[src/rtl/index_fifo.sv]
// Collects set-bit indices into a first-word-fall-through FIFO and records which ones were seen.
// A push appears at the output 1 cycle later. There is no upstream backpressure: an index arriving while the FIFO is full is dropped and sets ovf.
module index_fifo #(
    parameter  int BW    = 8,
    parameter  int DEPTH = 8,
    localparam int IW    = $clog2(BW),
    localparam int CW    = $clog2(DEPTH) + 1
) (
    input  logic          clk,
    input  logic          rst_b,
    input  logic          in_vld,
    input  logic [IW-1:0] in_index,
    input  logic          clr,
    input  logic          out_rdy,
    output logic          out_vld,
    output logic [IW-1:0] out_index,
    output logic [CW-1:0] count,
    output logic          full,
    output logic          empty,
    output logic          ovf,
    output logic [BW-1:0] bitmap
);

    localparam int PW = CW - 1;

    logic [IW-1:0]      mem [DEPTH];
    logic [PW-1:0]      wr_ptr;
    logic [PW-1:0]      rd_ptr;
    logic               push;
    logic               pop;
    logic               drop;
    logic [CW-1:0]      count_nxt;
    logic [2**IW-1:0]   idx_onehot;

    always_comb begin
        pop        = out_vld & out_rdy;
        // A pop on the same cycle frees the slot, so a full FIFO can still accept.
        push       = in_vld & (~full | pop);
        drop       = in_vld & full & ~pop;
        idx_onehot = '0;
        idx_onehot[in_index] = 1'b1;
        count_nxt  = count;
        case ({push, pop})
            2'b10:   count_nxt = count + CW'(1);
            2'b01:   count_nxt = count - CW'(1);
            default: count_nxt = count;
        endcase
    end

    always_ff @(posedge clk) begin
        if (!rst_b) begin
            wr_ptr <= '0;
            rd_ptr <= '0;
            count  <= '0;
            full   <= 1'b0;
            empty  <= 1'b1;
            ovf    <= 1'b0;
            bitmap <= '0;
        end else begin
            if (push) begin
                wr_ptr <= wr_ptr + PW'(1);
            end
            if (pop) begin
                rd_ptr <= rd_ptr + PW'(1);
            end
            count  <= count_nxt;
            full   <= (count_nxt == CW'(DEPTH));
            empty  <= (count_nxt == '0);
            // New events win over a same-cycle clear; indices >= BW fall outside the slice.
            ovf    <= drop | (ovf & ~clr);
            bitmap <= (clr ? '0 : bitmap) | (push ? idx_onehot[BW-1:0] : '0);
        end
    end

    always_ff @(posedge clk) begin
        if (rst_b && push) begin
            mem[wr_ptr] <= in_index;
        end
    end

    assign out_vld   = ~empty;
    assign out_index = empty ? '0 : mem[rd_ptr];

endmodule

[config.mk]
export PLATFORM = sky130hd
export DESIGN_NAME = index_fifo
export DESIGN_NICKNAME = d
export VERILOG_FILES = /design/src/rtl/index_fifo.sv
export SDC_FILE = /design/constraint.sdc
export NUM_CORES = 1
export LEC_CHECK = 0
export CAP_MARGIN = 20
export CORE_MARGIN = 1.5
export CORE_UTILIZATION = 53
export DETAILED_ROUTE_END_ITERATION = 10
export GPL_ROUTABILITY_DRIVEN = 0
export PLACE_DENSITY = 0.78
export REMOVE_ABC_BUFFERS = 1
export SYNTH_ARGS = -nofsm -noshare
export SYNTH_HDL_FRONTEND = slang
export SYNTH_SLANG_ARGS = --single-unit
[constraint.sdc]
create_clock -name clk -period 3.5 [get_ports clk]
set_clock_uncertainty 0.2 [all_clocks]
set_input_delay 0.7 -clock clk [delete_from_list [all_inputs] [get_ports clk]]
set_output_delay 0.7 -clock clk [all_outputs]
set_load 0.05 [all_outputs]
==> run_results.csv <==
group,metric,value,unit
critical_path,crit_arrival,2280,ps
logic_synthesis,synth_seq_cells,48,
logic_synthesis,synthArstFlopShare,0,%
floorplan,dieArea,0.004041,mm²
power,finalPower,1.273,mW
power,power_density,550.5,mW/mm²
place,port_buffers,26,
clocking,clock_latency,340,ps
critical_path,timing.critical_path.cells,"mux4_2, mux2i_1, nor2_1, clkdlybuf4s50_1",
run,maxCapViolCount,0,
power,internal-power,0.8573,mW
sta,slew_violations,0,
sta,tns,0,ps
logic_synthesis,syn_avg_cell_area,13.23,µm²
global_routing,antenna_found_initial,0,
logic_synthesis,synth_top_cell_area_share,37.07,%
floorplan,pin_count,27,
sta,max_freq,314.5,MHz
clocking,clockBufferDepth,2,
power,p_leak,0.8341,nW
floorplan,die_w,63.57,µm
outcome,status,"complete, no violations",
cells_and_area,finalNetCount,192,
place,place.detailed.hpwl,2505,µm
route,detail_route.wirelength,3350,µm
route,first_pass_iters,4,
route,drc,0,
logic_synthesis,yosysWarnings,0,
logic_synthesis,synth_ff_type,"edfxtp_1",
floorplan,rows,21,
global_routing,grt_start_max_net_pins,15,
logic_synthesis,netlist_instances,147,
power,switchingPower,0.4156,mW
sta,rsz0062_at_grt,"false",
critical_path,end_kind,"output port",
logic_synthesis,syn_area,0.001944,mm²
sta,min_period_over_period,90.86,%
logic_synthesis,yosysSeqAreaShare,61.78,%
clocking,h-tree-depth,2,
clocking,cts_tree,"done",
hold_path,hp-class,"reg -> reg",
critical_path,cp-start-kind,"flip-flop",
cells_and_area,diodes,0,
cells_and_area,area_delta_synth_final,18.92,%
sta,setup_viol,0,
critical_path,crit_slowest_cell,"clkdlybuf4s50_1",
global_routing,grt_pass1_wl,5871,µm
power,power_frac_seq,52.6,%
route,drtAntennaViolNets,0,
global_routing,grt-ovfl-total,0,
clocking,clk_pin_slew,130,ps
critical_path,crit_family,"multiplexers",
power,peakVddDrop,0.3236,mV
clocking,post_cts_buffers,0,
critical_path,cpPeakStageDelay,700,ps
clocking,hold_buffers,0,
sta,layout_min_cycle_time,3180,ps
logic_synthesis,synth_edf_count,24,
floorplan,core-area,0.003416,mm²
floorplan,start_util,56.92,%
global_routing,track_usage,18.95,%
global_routing,grt_pass1_vias,1227,
power,pwr-share-comb,29.2,%
critical_path,critPathBufInv,1,
critical_path,required,2600,ps
route,num_vias,1215,
critical_path,path_max_fanout,6,
clocking,cts_buffers,5,
sta,worst_slew_pin_slew,509.8,ps
sta,hold_viol,0,
logic_synthesis,yosysUniqueCellTypes,31,
logic_synthesis,synth_area_leaders,"edfxtp_1 (37%), dfxtp_1 (25%), mux4_2 (6.9%)",
clocking,cts_root_buffer,"clkbuf_4",
route,via_per_inst,5.376,
clocking,cts.sink_count,48,
route,drt-wirelength-per-cell,14.82,µm
logic_synthesis,synth_commonest_cells,"dfxtp_1 (24), edfxtp_1 (24), nor2_1 (22), nand2_1 (10), inv_1 (8)",
floorplan,dieHeight,63.57,µm
power,clockPowerShare,18.2,%
route,dr.first_iter.drc_count,53,
sta,relSlewSlack,65.91,%
sta,fin_hold_ws,274.3,ps
cells_and_area,fillers,263,
cells_and_area,fin_util,67.69,%
power,power.share.switching,32.65,%
critical_path,critPathKind,"reg -> out",
logic_synthesis,yosysTopAreaCell,"edfxtp_1",
cells_and_area,drive_above_1_share,11.67,%
[path summary, 6_finish.rpt]
check            start      endpoint  slack, ps  depth (start not counted)
min          bitmap[4]     bitmap[4]        270                          2
min reg2reg  bitmap[4]     bitmap[4]        270                          2
max reg2reg      empty          full        900                         11
max          flip-flop  out_index[2]        320                          4
[power by group through the flow]
stage	Clock [mW]	Sequential, mW	Combinational [mW]
2_1_floorplan	0	0.738	0.203
3_3_place_gp	0	0.680	0.365
3_5_place_dp	0	0.682	0.374
4_1_cts	0.237	0.669	0.375
5_1_grt	0.261	0.677	0.400
6_report	0.232	0.669	0.372
[state kept, by name (all words and copies together), names as in the netlist, named ones only]
| signal | cells |
|---|---|
| rd_ptr | 3 |
| mem | 24 |
| empty | 1 |
| count | 4 |
| ovf | 1 |
| full | 1 |
| bitmap | 8 |
| wr_ptr | 3 |
[per-layer routing]
metal  track usage (%)  share of wire (%)  up-vias
met5                 0                  0        -
met4             8.152                1.4        0
met3             3.393                4.7        6
met2             31.05                 49       32
met1             24.79                 45      576
li1                  -                  -      601
[worst register-to-register path, stage by stage (launching register included)]
cell,delay [ps]
dfxtp_1,390
nand2b_4,200
a21boi_4,160
inv_1,70
ha_1,270
xor2_1,190
ha_1,180
a21oi_1,150
xor2_1,170
nor2_1,70
xnor2_1,230
nor4b_2,240
[stage by stage]
step | worst slack, ps | area [µm²] | cells
floorplan | 788.8 | 1936 | 145
global placement | 316.6 | 2261 | 218
detailed placement | 175.2 | 2261 | 218
CTS | 137.3 | 2311 | 226
global route | 166.4 | 2312 | 226
finish | 320.0 | 2312 | 226
[cell families (layout without fill, tap and decap cells)]
group / Yosys count / count (layout) / synth area share [%]
buffers and inverters: 10 / 43 / 1.994
xor gates and xnor gates: 8 / 8 / 3.603
DFF: 48 / 48 / 61.78
and+or+nand+nor: 48 / 48 / 11.97
adders and majority gates: 5 / 5 / 3.218
muxes: 11 / 11 / 9.524
AOI/OAI and AO/OA: 17 / 17 / 7.916
[cells in the final DEF (no fill, tap or decap), types with 3 or more instances in the layout]
master,instances
mux4_2,6
nor2_1,22
nand2_1,10
clkbuf_4,5
clkdlybuf4s50_1,26
o31ai_1,4
mux2i_1,5
dfxtp_1,23
inv_1,8
a21oi_1,3
xnor2_1,4
nand2b_1,4
edfxtp_1,24
xor2_1,4
ha_1,5
a32o_1,4
[repair_timing]
item,CTS,global route
endpoints found under the hold margin,0,0
gates resized for setup,0,1
endpoints found under the setup margin,0,1
[layout make-up]
class | count | area [µm²] | area share [%]
clock buffer | 7 | 45.04 | 1.948
clock inverter | 1 | 5.005 | 0.2164
multi-input combinational | 89 | 704.4 | 30.47
inverter | 8 | 30.03 | 1.299
sequential | 48 | 1202 | 52.00
tap | 46 | 57.56 | 2.489
timing repair buffer | 27 | 267.8 | 11.58
(Power assumes the default switching activity.)
